File: src/rtl/stream_demux_1to2_if.sv
// Handshake bundle for stream_demux_1to2.
//   in_data/in_sel/in_valid/in_ready : single input stream, in_sel picks output 0 or 1
//   out0_*                           : output 0 stream (data, valid, ready)
//   out1_*                           : output 1 stream (data, valid, ready)
// slave modport is the demux side, master modport is the producer/consumer side.
interface stream_demux_1to2_if #(
  parameter int WIDTH = 32
);
  logic [WIDTH-1:0] in_data;
  logic             in_sel;
  logic             in_valid;
  logic             in_ready;

  logic [WIDTH-1:0] out0_data;
  logic             out0_valid;
  logic             out0_ready;

  logic [WIDTH-1:0] out1_data;
  logic             out1_valid;
  logic             out1_ready;

  modport slave (
    input  in_data, in_sel, in_valid,
    output in_ready,
    output out0_data, out0_valid,
    input  out0_ready,
    output out1_data, out1_valid,
    input  out1_ready
  );

  modport master (
    output in_data, in_sel, in_valid,
    input  in_ready,
    input  out0_data, out0_valid,
    output out0_ready,
    input  out1_data, out1_valid,
    output out1_ready
  );
endinterface

File: src/rtl/stream_demux_1to2.sv
// Buffered 1-to-2 word router. Each accepted input word is written into the
// FIFO selected by in_sel; each output drains its own DEPTH-entry FIFO, so a
// stalled consumer only blocks words headed for its own output.
//   clk  : rising-edge clock
//   rst  : synchronous reset, active-high; empties both FIFOs, clears counters
//   bus  : handshake bundle (slave side), see stream_demux_1to2_if
//   cnt0 : words accepted into FIFO 0 (wraps)
//   cnt1 : words accepted into FIFO 1 (wraps)
module stream_demux_1to2 #(
  parameter int WIDTH = 32,
  parameter int DEPTH = 2,
  parameter int CNT_W = 16
) (
  input  logic                  clk,
  input  logic                  rst,
  stream_demux_1to2_if.slave    bus,
  output logic [CNT_W-1:0]      cnt0,
  output logic [CNT_W-1:0]      cnt1
);

  localparam int PTR_W = $clog2(DEPTH);
  localparam int OCC_W = PTR_W + 1;

  logic [1:0] full_v;
  logic [1:0] out_ready_v;
  logic       in_fire;

  assign out_ready_v = {bus.out1_ready, bus.out0_ready};

  // Ready only looks at the registered full flag of the selected FIFO, so a
  // pop in the same cycle does not open room for a push until the next cycle.
  assign bus.in_ready = !rst && !full_v[bus.in_sel];
  assign in_fire      = bus.in_valid && bus.in_ready;

  for (genvar k = 0; k < 2; k++) begin : g_fifo
    logic [WIDTH-1:0] mem [DEPTH];
    logic [PTR_W-1:0] wr_ptr;
    logic [PTR_W-1:0] rd_ptr;
    logic [PTR_W-1:0] rd_nxt;
    logic [OCC_W-1:0] occ;
    logic [CNT_W-1:0] cnt;
    logic [WIDTH-1:0] head;
    logic             push;
    logic             pop;
    logic             full;
    logic             valid;

    assign push   = in_fire && (bus.in_sel == 1'(k));
    assign valid  = (occ != '0);
    assign pop    = valid && out_ready_v[k];
    assign full   = (occ == OCC_W'(DEPTH));
    assign rd_nxt = pop ? rd_ptr + 1'b1 : rd_ptr;

    always_ff @(posedge clk) begin
      if (push) begin
        mem[wr_ptr] <= bus.in_data;
      end
    end

    always_ff @(posedge clk) begin
      if (rst) begin
        wr_ptr <= '0;
        rd_ptr <= '0;
        occ    <= '0;
        cnt    <= '0;
        head   <= '0;
      end else begin
        if (push) begin
          wr_ptr <= wr_ptr + 1'b1;
          cnt    <= cnt + 1'b1;
        end
        rd_ptr <= rd_nxt;
        if (push && !pop) begin
          occ <= occ + 1'b1;
        end else if (pop && !push) begin
          occ <= occ - 1'b1;
        end
        // The head register tracks the entry at the next read pointer. When
        // the incoming word lands exactly there (FIFO empty after this
        // cycle's pop), the memory write is not visible yet, so bypass it.
        if (push && (wr_ptr == rd_nxt)) begin
          head <= bus.in_data;
        end else begin
          head <= mem[rd_nxt];
        end
      end
    end
  end

  assign full_v = {g_fifo[1].full, g_fifo[0].full};

  assign bus.out0_data  = g_fifo[0].head;
  assign bus.out0_valid = g_fifo[0].valid;
  assign bus.out1_data  = g_fifo[1].head;
  assign bus.out1_valid = g_fifo[1].valid;

  assign cnt0 = g_fifo[0].cnt;
  assign cnt1 = g_fifo[1].cnt;

endmodule

File: src/flat_wrapper.sv
// flat-port wrapper written by rule: the top's interface ports become plain ports
module stream_demux_1to2_flat 
#(
  parameter int WIDTH = 32,
  parameter int DEPTH = 2,
  parameter int CNT_W = 16
)
  (clk, rst, cnt0, cnt1, bus_in_data, bus_in_sel, bus_in_valid, bus_in_ready, bus_out0_data, bus_out0_valid, bus_out0_ready, bus_out1_data, bus_out1_valid, bus_out1_ready);
  stream_demux_1to2_if #(.WIDTH(WIDTH)) bus_i ();
  input  logic clk;
  input  logic rst;
  output logic [CNT_W-1:0] cnt0;
  output logic [CNT_W-1:0] cnt1;
  input wire logic [$bits(bus_i.in_data)-1:0] bus_in_data;
  input wire logic [$bits(bus_i.in_sel)-1:0] bus_in_sel;
  input wire logic [$bits(bus_i.in_valid)-1:0] bus_in_valid;
  output wire logic [$bits(bus_i.in_ready)-1:0] bus_in_ready;
  output wire logic [$bits(bus_i.out0_data)-1:0] bus_out0_data;
  output wire logic [$bits(bus_i.out0_valid)-1:0] bus_out0_valid;
  input wire logic [$bits(bus_i.out0_ready)-1:0] bus_out0_ready;
  output wire logic [$bits(bus_i.out1_data)-1:0] bus_out1_data;
  output wire logic [$bits(bus_i.out1_valid)-1:0] bus_out1_valid;
  input wire logic [$bits(bus_i.out1_ready)-1:0] bus_out1_ready;
  assign bus_i.in_data = bus_in_data;
  assign bus_i.in_sel = bus_in_sel;
  assign bus_i.in_valid = bus_in_valid;
  assign bus_in_ready = bus_i.in_ready;
  assign bus_out0_data = bus_i.out0_data;
  assign bus_out0_valid = bus_i.out0_valid;
  assign bus_i.out0_ready = bus_out0_ready;
  assign bus_out1_data = bus_i.out1_data;
  assign bus_out1_valid = bus_i.out1_valid;
  assign bus_i.out1_ready = bus_out1_ready;
  stream_demux_1to2 #(.WIDTH(WIDTH), .DEPTH(DEPTH), .CNT_W(CNT_W)) u_core (.clk(clk), .rst(rst), .bus(bus_i), .cnt0(cnt0), .cnt1(cnt1));
endmodule
File: config.mk
export PLATFORM = sky130hd
export DESIGN_NAME = stream_demux_1to2_flat
export DESIGN_NICKNAME = d
export VERILOG_FILES = /design/src/rtl/stream_demux_1to2_if.sv /design/src/rtl/stream_demux_1to2.sv /design/src/flat_wrapper.sv
export SDC_FILE = /design/constraint.sdc
export NUM_CORES = 1
export LEC_CHECK = 0
export BUFFER_PORTS_ARGS = -buffer_cell sky130_fd_sc_hd__buf_2
export CAP_MARGIN = 30
export CORE_MARGIN = 5
export CORE_UTILIZATION = 55
export CTS_CLUSTER_DIAMETER = 200
export DETAILED_ROUTE_END_ITERATION = 16
export GPL_TIMING_DRIVEN = 0
export PLACE_DENSITY_LB_ADDON = 0.12
export SETUP_SLACK_MARGIN = 0.4
export SLEW_MARGIN = 15
export SYNTH_ARGS = -nofsm -noshare
export SYNTH_HDL_FRONTEND = slang
export SYNTH_SLANG_ARGS = --single-unit
File: constraint.sdc
create_clock -name clk -period 5 [get_ports clk]
set_clock_uncertainty 0.2 [all_clocks]
set_input_delay 0.75 -clock clk [delete_from_list [all_inputs] [get_ports clk]]
set_output_delay 0.75 -clock clk [all_outputs]
set_load 0.01 [all_outputs]
* After elaboration in Yosys (flattened, before gate mapping)
Memory sizes are Yosys's and may differ from the RTL's. A register that Yosys moved wholly into a read port is not among the register bits.
Index checks and enable logic that the tools add are counted.
** Storage, ports and cells
- Register bits :: 40
- Bits in writable memories :: 128
- Bits of input ports :: 38
- Output and inout port bits :: 99
- Logic and storage cells :: 56
- Memories :: 2
** Cells by class
- Add/subtract/negate cells :: 10
- Magnitude comparators :: 1
- Equality and inequality tests :: 2
- Muxes and demuxes :: 12
- Bitwise logic cells :: 1
- Reduce and logical (&&, ||, !) cells :: 20
** Memories
- u_core.g_fifo[0].mem :: depth 2, width 32, rd ports 1, clocked after memory_dff 1, wr ports 1, line stream_demux_1to2.sv:36 : logic [WIDTH-1:0] mem [DEPTH];
- u_core.g_fifo[1].mem :: depth 2, width 32, rd ports 1, clocked after memory_dff 1, wr ports 1, line stream_demux_1to2.sv:36
** Operators with widths (count)
- $add A16 B1 Y16 const B :: 2
- $logic_and A1 B1 Y1 :: 10
- $mux W1 :: 8
- $mux W2 :: 4
- $reduce_bool A2 Y1 :: 4
- $logic_not A1 Y1 :: 6
- $add A1 B1 Y1 const B :: 4
- $add A2 B1 Y2 const B :: 2
- $eq A2 B2 Y1 const B :: 2
- $sub A2 B1 Y2 const B :: 2
- $lt A1 B2 Y1 const B :: 1
- $not A1 Y1 :: 1

* Longest topological paths before layout
Gate-level depths: netlist of the first run.
- Depth after elaboration :: 11
- Mapped depth :: 7
- Depth with buffers taken out :: 7

* Worst setup path after synthesis of the first run
Ideal clock, no wire load.
- Path kind :: input to register
- From :: input rst
- To :: memory u_core.g_fifo[0].mem[0][0], enable pin
- Library setup time :: 0.461 ns
- Data arrival time :: 3.298 ns
- Path slack :: 1.041 ns
- Stages on the path :: 3
- Path through :: buf_2 > nand2b_4 > nor3_1
** Between the ends
- Longest elaborated chain between the ends :: 6
** Ends and longest elaborated chain
- start: declaration :: line flat_wrapper.sv:11 : input logic rst;
- $logic_not A1 Y1 :: line stream_demux_1to2.sv:32 : assign bus.in_ready = !rst && !full_v[bus.in_sel];
- $logic_and A1 B1 Y1 :: line stream_demux_1to2.sv:32
- $logic_and A1 B1 Y1 :: line stream_demux_1to2.sv:33 : assign in_fire = bus.in_valid && bus.in_ready;
- $logic_and A1 B1 Y1 :: line stream_demux_1to2.sv:48 : assign push = in_fire && (bus.in_sel == 1'(k));
- $mux W1 :: line stream_demux_1to2.sv:55 : if (push) begin
- $mux W1 (implied by the code) :: line stream_demux_1to2.sv:56 : mem[wr_ptr] <= bus.in_data;
- end: declaration :: line stream_demux_1to2.sv:36
Every way passes these cells.

* Worst setup path in the final report of the first run
- From :: input rst
- To :: output bus_in_ready
** Between the ends
- Longest elaborated chain between the ends :: 2
** Ends and longest elaborated chain
- $logic_not A1 Y1 :: line stream_demux_1to2.sv:32
- $logic_and A1 B1 Y1 :: line stream_demux_1to2.sv:32
- end: declaration :: line flat_wrapper.sv:17 : output wire logic [$bits(bus_i.in_ready)-1:0] bus_in_ready;
Every way passes these cells.

==> results of run 1 <==
through the flow:
step / hold WS (ps) / cells / worst slack, ps
floorplan: 296 / 717 / 1040
global placement: 259 / 1063 / -647
detailed placement: 273 / 1072 / 1870
CTS: 281 / 1113 / 1870
global route: 293 / 1114 / 1730
finish: 278 / 1114 / 1870
power by group:
part           switching, mW  internal [mW]  total [mW]
Combinational           1.16          0.525        1.68
Sequential             0.109           2.29        2.40
Clock                  0.676           1.05        1.73
Total                   1.94           3.87        5.81
worst register-to-register path: cells and delay by family, from the launching register on:
kind,cells,cell delay (ps)
DFF,1,450
and+or+nand+nor,1,180
buffers and inverters,2,760
AOI/OAI and AO/OA,2,410
xor gates and xnor gates,1,550
layer usage:
layer | GRT usage | wire, um | vias to the layer above
met2 | 0.397 | 10600 | 293
met3 | 0.0427 | 1730 | 49
li1 | - | - | 2999
met5 | 0 | 7 | -
met4 | 0.0801 | 500 | 2
met1 | 0.302 | 8710 | 3150
logic make-up (layout without fill, tap and decap cells):
kind of cell,Yosys count,after routing,synth area share
simple gates,295,295,0.160
flops,232,232,0.688
compound gates,105,105,0.0925
buf+inv,52,237,0.0231
xor+xnor,26,26,0.0264
fa+ha+maj,4,4,0.00581
mux,3,3,0.00363
other cells,0,1,0
final cells by class:
class,instances,area [um2]
fill,1118,4810
inverter,5,18.8
clock inverter,6,108
timing repair buffer,144,798
antenna,1,2.50
multi-input combinational,433,2500
clock buffer,35,652
tap,211,264
sequential,232,5930
buffer,47,180
final timing paths:
check                                        startpoint                       end  slack [ps]  cells after the start
worst min-delay path                    u_core.cnt1[15]           u_core.cnt1[15]         280                      2
worst max-delay path                                rst              bus_in_ready        1870                      5
worst max register to register  u_core.g_fifo[1].occ[0]  u_core.bus.out1_data[20]        2270                      6
worst min register to register          u_core.cnt1[15]           u_core.cnt1[15]         280                      2
layout by cell type (no fill, tap or decap), types with 3 or more instances in the layout:
master,n
nand3_1,9
clkbuf_1,53
inv_1,5
buf_6,4
o21ai_0,10
buf_2,138
or4_1,12
nor2_1,24
dfxtp_1,104
a311oi_1,64
xor2_1,15
nand2_1,138
nor4b_1,3
nand4_1,7
xnor2_1,11
a21oi_1,20
or3_1,10
ha_1,4
edfxtp_1,128
o31ai_1,8
nor2b_1,4
or2_2,3
clkbuf_16,24
bufinv_16,3
nand2b_1,5
buf_4,3
nor3_1,66
cells in the mapped netlist (5+ instances only):
library cell,count
xor2_1,15
or3_1,10
nand4_1,7
inv_1,5
or4_1,12
nor3_1,68
xnor2_1,11
o21ai_0,10
o31ai_1,8
a21oi_1,20
nand2_1,138
nand2b_1,5
nor2_1,24
nand3_1,9
a311oi_1,64
dfxtp_1,104
edfxtp_1,128
clkbuf_1,43
flip-flops by register name, summed over array words and instances, names as in the netlist:
signal                cells
u_core.bus.out0_data     32
u_core.bus.out1_data     32
u_core.g_fifo.mem       128
u_core.cnt1              16
u_core.g_fifo.rd_ptr      2
u_core.g_fifo.wr_ptr      2
u_core.g_fifo.occ         4
u_core.cnt0              16
==> flow_summary.json, run 1 <==
{
  "ys_types": 35,
  "cts_buffer_depth": 3,
  "ctsResizeCount": 0,
  "dieArea_um2": 18300,
  "synthFlopType": "edfxtp_1",
  "clk_latency_ps": 500,
  "drv_cap": 0,
  "yosys-top-cells-area": "edfxtp_1 (45%), dfxtp_1 (24%), a311oi_1 (6.5%), nand2_1 (6.0%), nor3_1 (4.0%)",
  "design.core.area_um2": 15300,
  "yosysSeqAreaShare": 0.688,
  "ioPinCount": 137,
  "antenna_found_initial": 2,
  "dr.pass1.iters": 5,
  "antenna_left": 0,
  "critical_path.cell_chain": "buf_2, clkbuf_1, clkbuf_1, a21oi_1, buf_2",
  "finalCritPeriodShare": 0.626,
  "p_per_area_nw_per_um2": 556,
  "path_buf_inv": 4,
  "grt_max_degree": 20,
  "path_max_fanout": 10,
  "synth_cells": 717,
  "yosys_warnings": 0,
  "setup-violations-final": 0,
  "final_util": 0.685,
  "critPathKind": "input port to output pin",
  "drive_gt1_frac": 0.211,
  "cts_root_buf": "clkbuf_16",
  "cts_tree": "done",
  "fmax_mhz": 319,
  "critPathTopFamily": "buffers and inverters",
  "cp_slowest_stage_delay_ps": 500,
  "drt_wl_total_um": 21500,
  "dpl-instance-area_um2": 9690,
  "initial_core_util": 0.564,
  "numPortBuffers": 135,
  "worstPathArrival_ps": 2180,
  "synthesis.area_um2": 8610,
  "yosysTopAreaCellShare": 0.446,
  "drt_iter0_drc": 588,
  "h-tree-depth": 1,
  "synth_top_area_cell": "edfxtp_1",
  "peakVddDrop_uv": 335,
  "cts_buffers": 23,
  "required_ps": 4050,
  "grt_pass1_wl_um": 33800,
  "rsz0062_at_grt": "false",
  "grt_overflow": 0,
  "power.total_mw": 5.81,
  "clk_pin_slew_ps": 60,
  "synth-edff-count": 128,
  "worst_pin_slew_ps": 745,
  "wire_per_inst_um": 19.3,
  "end_kind": "output pin",
  "p_leak_nw": 3.89,
  "syn_to_final_growth_pct": 21.3,
  "cts_setup_buffers": 0,
  "via_per_inst": 5.83,
  "fin_crit_ps": 3130,
  "drv_slew": 0,
  "ys_ff_latch": 232,
  "ys_async_sr_fraction": 0,
  "drc_errors": 0,
  "cpMaxStageDelayCell": "clkbuf_1",
  "report.final.hold_viol_count": 0,
  "rows": 45,
  "startpoint_type": "input port",
  "routabilityCongestion": 0.857,
  "grt_usage": 0.233,
  "synth.avg_cell_area_um2": 12.0,
  "vias": 6493,
  "fp.dieW_um": 135,
  "syn-num-nets": 759,
  "grt_pass1_vias": 6584,
  "fin_nets": 928,
  "maxSlewHeadroom": 0.501,
  "hp-class": "register to register",
  "dp_hpwl_um": 14600,
  "setup_tns_ps": 0,
  "status": "complete, no violations",
  "cts.sinks": 232,
  "hold_buffers": 0,
  "final_area_um2": 10400,
  "die_h_um": 135
}
No activity file was read; power rests on OpenSTA's default activity.
==> run 2, diff against run 1 <==
==> constraint.sdc (replaced) <==
create_clock -name clk -period 2.9 [get_ports clk]
set_clock_uncertainty 0.2 [all_clocks]
set_input_delay 0.435 -clock clk [delete_from_list [all_inputs] [get_ports clk]]
set_output_delay 0.435 -clock clk [all_outputs]
set_load 0.01 [all_outputs]
==> run 2 against run 1 <==
- non-clock buffer count increased by 22
- design area rose by 2.4%
- largest power group unchanged
- first-iteration DRC count is 13% lower
- register-to-register slack worse by 1700 ps
- routed wire length up 2.3%
- cell count up 1.9%
- largest cell class unchanged
==> flow_summary.json, run 2 (synthesis results as in run 1) <==
{
  "fin_nets": 950,
  "layout_commonest_cell": "buf_2",
  "cp_slowest_stage_delay_ps": 460,
  "status": "complete, no violations",
  "critPathTopFamily": "buffers and inverters",
  "drv_slew": 0,
  "grt_max_degree": 24,
  "syn_to_final_growth_pct": 24.2,
  "dr.pass1.iters": 5,
  "wl_met2_um": 10800,
  "initial_core_util": 0.564,
  "peakVddDrop_uv": 648,
  "end_kind": "output pin",
  "fp.dieW_um": 135,
  "worstPathArrival_ps": 1770,
  "drive_gt1_frac": 0.227,
  "rows": 45,
  "numPortBuffers": 135,
  "crit_top_cell": "buf_2",
  "cts_root_buf": "clkbuf_16",
  "cts_tree": "done",
  "p_leak_nw": 4.04,
  "grt_usage": 0.237,
  "finalCritPeriodShare": 0.829,
  "diodes": 0,
  "drt_iter0_drc": 512,
  "critical_path.cell_chain": "buf_2, clkbuf_1, clkbuf_2, a21oi_1, buf_2",
  "drv_cap": 0,
  "path_buf_inv": 4,
  "h-tree-depth": 1,
  "top_layer_used": "met4",
  "grt_pass1_vias": 6539,
  "final_cell_mix": "buf_2 (138), nand2_1 (137), edfxtp_1 (128), dfxtp_1 (104), nor3_1 (66)",
  "p_per_area_nw_per_um2": 935,
  "largest_reg_flops": 128,
  "required_ps": 2270,
  "worst_pin_slew_ps": 707,
  "cts_buffers": 23,
  "cts.sinks": 232,
  "setup-violations-final": 0,
  "dp_hpwl_um": 14400,
  "top_register": "u_core.g_fifo.mem",
  "startpoint_type": "input port",
  "die_h_um": 135,
  "rsz0062_at_grt": "false",
  "dr_wl_met3_um": 1710,
  "grt_overflow": 0,
  "design.core.area_um2": 15300,
  "via_per_inst": 5.83,
  "antenna_found_initial": 0,
  "maxSlewHeadroom": 0.522,
  "cpMaxStageDelayCell": "clkbuf_1",
  "vias": 6613,
  "fmax_mhz": 416,
  "hp-class": "input port to register",
  "report.final.hold_viol_count": 0,
  "critPathKind": "input port to output pin",
  "final_area_um2": 10700,
  "antenna_left": 0,
  "fillers": 1089,
  "drt_wl_total_um": 22000,
  "dpl-instance-area_um2": 9680,
  "path_max_fanout": 10,
  "routabilityCongestion": 0.833,
  "wire_per_inst_um": 19.4,
  "ioPinCount": 137,
  "cts_buffer_depth": 3,
  "clk_latency_ps": 500,
  "power.total_mw": 10.0,
  "grt_pass1_wl_um": 34600,
  "dieArea_um2": 18300,
  "met1Wirelength_um": 8980,
  "fin_crit_ps": 2400,
  "clk_pin_slew_ps": 60,
  "drc_errors": 0
}
run 2: changes by cell type in the layout (fill, tap and decap cells not counted), moves of 4 or more:
cell,previous run,this run
dlygate4sd3_1,0,25
clkbuf_1,53,32
clkbuf_2,0,17
buf_6,4,0
buf_8,0,4
run 2: per-layer routing:
layer	vias up	track usage
met5	-	0
met3	52	0.0327
met2	287	0.397
li1	3047	-
met4	0	0.0773
met1	3227	0.324
run 2: layout make-up:
class	instances	area, um2	area share
Buffer	47	201	0.0188
Clock buffer	31	626	0.0585
Clock inverter	10	96.3	0.00901
Inverter	5	18.8	0.00175
Multi-Input combinational cell	433	2540	0.237
Sequential cell	232	5930	0.554
Tap cell	211	264	0.0247
Timing Repair Buffer	166	1030	0.0959
run 2: per-stage QoR:
stage | setup WS [ps] | utilization | TNS, ps | hold slack, ps | instances
after floorplan | 235 | - | 0 | 296 | 717
after global placement | -818 | 0.627 | -53130 | 260 | 1063
after detailed placement | 223 | 0.634 | 0 | 279 | 1069
after CTS | 403 | 0.698 | 0 | 2.37 | 1133
after global routing | 401 | 0.701 | 0 | 0.650 | 1135
final | 497 | 0.701 | 0 | 0.866 | 1135
run 2: report_power, final:
part	switching (mW)	leakage [nW]	internal, mW	total (mW)
logic	2.02	1.66	0.977	3.00
registers	0.197	2.02	3.95	4.15
clock network	1.17	0.357	1.69	2.85
run 2: worst paths after layout:
kind | end | cells after the start | slack [ps] | from
max | bus_in_ready | 5 | 500 | rst
min | u_core.g_fifo[0].mem[1][20] | 1 | 0.9 | bus_in_data[20]
max reg2reg | u_core.bus.out0_data[15] | 5 | 530 | u_core.g_fifo[0].occ[0]
min reg2reg | u_core.cnt0[15] | 2 | 290 | u_core.cnt0[15]
run 2: timing repair:
item / 4_1_cts / 5_1_grt
hold buffers: 23 / 2
hold endpoints to repair: 92 / 5
setup endpoints to repair: 34 / 40
buffers inserted: 0 / 0
gates resized for setup: 7 / 28
pin swaps: 0 / 0
==> run 3, diff against run 2 <==
==> constraint.sdc (replaced) <==
create_clock -name clk -period 2.23 [get_ports clk]
set_clock_uncertainty 0.2 [all_clocks]
set_input_delay 0.3345 -clock clk [delete_from_list [all_inputs] [get_ports clk]]
set_output_delay 0.3345 -clock clk [all_outputs]
set_load 0.01 [all_outputs]
==> run 3 against run 2 <==
- clock-buffer cell count is 3 higher
- critical path depth is 3 higher
- design area is 22% higher
- sequential power is 33% higher
==> flow_summary.json, run 3 (synthesis results as in run 1) <==
{
  "dp_hpwl_um": 14400,
  "vias": 7686,
  "largest_reg_flops": 128,
  "layout.cells.non_filler": 1224,
  "setup-violations-final": 0,
  "initial_core_util": 0.564,
  "ioPinCount": 137,
  "antenna_left": 0,
  "final_util": 0.859,
  "hp-class": "input port to register",
  "setup_tns_ps": 0,
  "hp-start": "rst",
  "finalCritPeriodShare": 0.989,
  "peakVddDrop_uv": 846,
  "fmax_mhz": 453,
  "wire_per_inst_um": 25.3,
  "drt_iter0_drc": 867,
  "dpl-instance-area_um2": 9760,
  "numPortBuffers": 135,
  "worst_pin_slew_ps": 964,
  "rsz0062_at_grt": "true",
  "design.core.area_um2": 15300,
  "dr.pass1.iters": 5,
  "grt_usage": 0.303,
  "final_area_um2": 13100,
  "cts_buffers": 24,
  "fin_nets": 1037,
  "grt_pass1_wl_um": 43000,
  "startpoint_type": "register",
  "drt_wl_total_um": 30900,
  "cts_tree": "done",
  "grt_pass1_vias": 7620,
  "p_per_area_nw_per_um2": 1300,
  "required_ps": 2440,
  "p_leak_nw": 4.98,
  "path_max_fanout": 8,
  "antenna_found_initial": 0,
  "h-tree-depth": 1,
  "grt_overflow": 0,
  "critPathKind": "register to register",
  "drc_errors": 0,
  "report.final.hold_viol_count": 0,
  "cts_root_buf": "clkbuf_16",
  "worstPathArrival_ps": 2420,
  "fp.dieW_um": 135,
  "numPlacedInstances": 1067,
  "drive_gt1_frac": 0.468,
  "syn_to_final_growth_pct": 52.1,
  "routabilityCongestion": 0.814,
  "dieArea_um2": 18300,
  "status": "complete, no violations",
  "r2r-start": "u_core.g_fifo[0].occ[1]",
  "die_h_um": 135,
  "layout_commonest_cell": "buf_2",
  "fin_crit_ps": 2210,
  "cts.sinks": 232,
  "startpoint": "u_core.g_fifo[0].occ[1]",
  "clk_latency_ps": 530,
  "cts_buffer_depth": 3,
  "power.total_mw": 17.0,
  "drv_slew": 0,
  "diodes": 0,
  "end_kind": "register",
  "rows": 45,
  "top_register": "u_core.g_fifo.mem",
  "drv_cap": 0,
  "maxSlewHeadroom": 0.358,
  "grt_max_degree": 17,
  "clk_pin_slew_ps": 70,
  "final_cell_mix": "buf_2 (133), edfxtp_1 (128), nand2_1 (108), dfxtp_1 (82), nor3_1 (65)",
  "via_per_inst": 6.28
}
[run 3: cell type report]
type	count	area, um2
Clock buffer	34	678
Buffer	47	561
Sequential cell	232	5990
Timing Repair Buffer	250	1950
Fill cell	655	2160
Multi-Input combinational cell	435	3570
Clock inverter	10	76.3
Tap cell	211	264
Inverter	5	18.8
[run 3: path summary, 6_finish.rpt]
check                           depth (start not counted)                  endpoint  slack (ps)
worst max-delay path                                    8  u_core.bus.out0_data[29]          20
worst min-delay path                                    3            u_core.cnt1[8]          40
worst max register to register                          8  u_core.bus.out0_data[29]          20
worst min register to register                          2           u_core.cnt0[15]         300
[run 3: metal layers]
layer,GRT usage,wire length (um),up-vias
met5,0,0,-
met4,0.116,1350,0
met3,0.0583,2910,136
met2,0.520,15400,550
met1,0.383,11200,3776
li1,-,-,3224
[run 3: worst max-delay path: stages, from the launching register on]
cell	delay [ps]
dfxtp_4	360
buf_12	130
o21ai_4	210
buf_6	150
xnor2_4	80
or2_1	290
buf_8	170
clkbuf_8	170
a311oi_1	310
[run 3: stage by stage]
step	worst slack, ps	hold WS, ps
final	23.9	42.9
after floorplan	147	233
after CTS	191	41.5
after detailed placement	-312	276
after global placement	-474	259
after global routing	31.0	36.2
[run 3: timing repair]
action                                  CTS  global route
endpoints found under the setup margin  199           117
endpoints found under the hold margin   128             0
cloned                                   14             1
gates resized for setup                 241            88
setup buffers                            53            13
pin swaps                                63            61
hold buffers                             32             0
[run 3: power breakdown]
group          switching [mW]  internal [mW]  total, mW
clock network            1.69           2.14       3.82
logic                    4.12           3.56       7.69
registers               0.364           5.17       5.53
total                    6.17           10.9       17.0
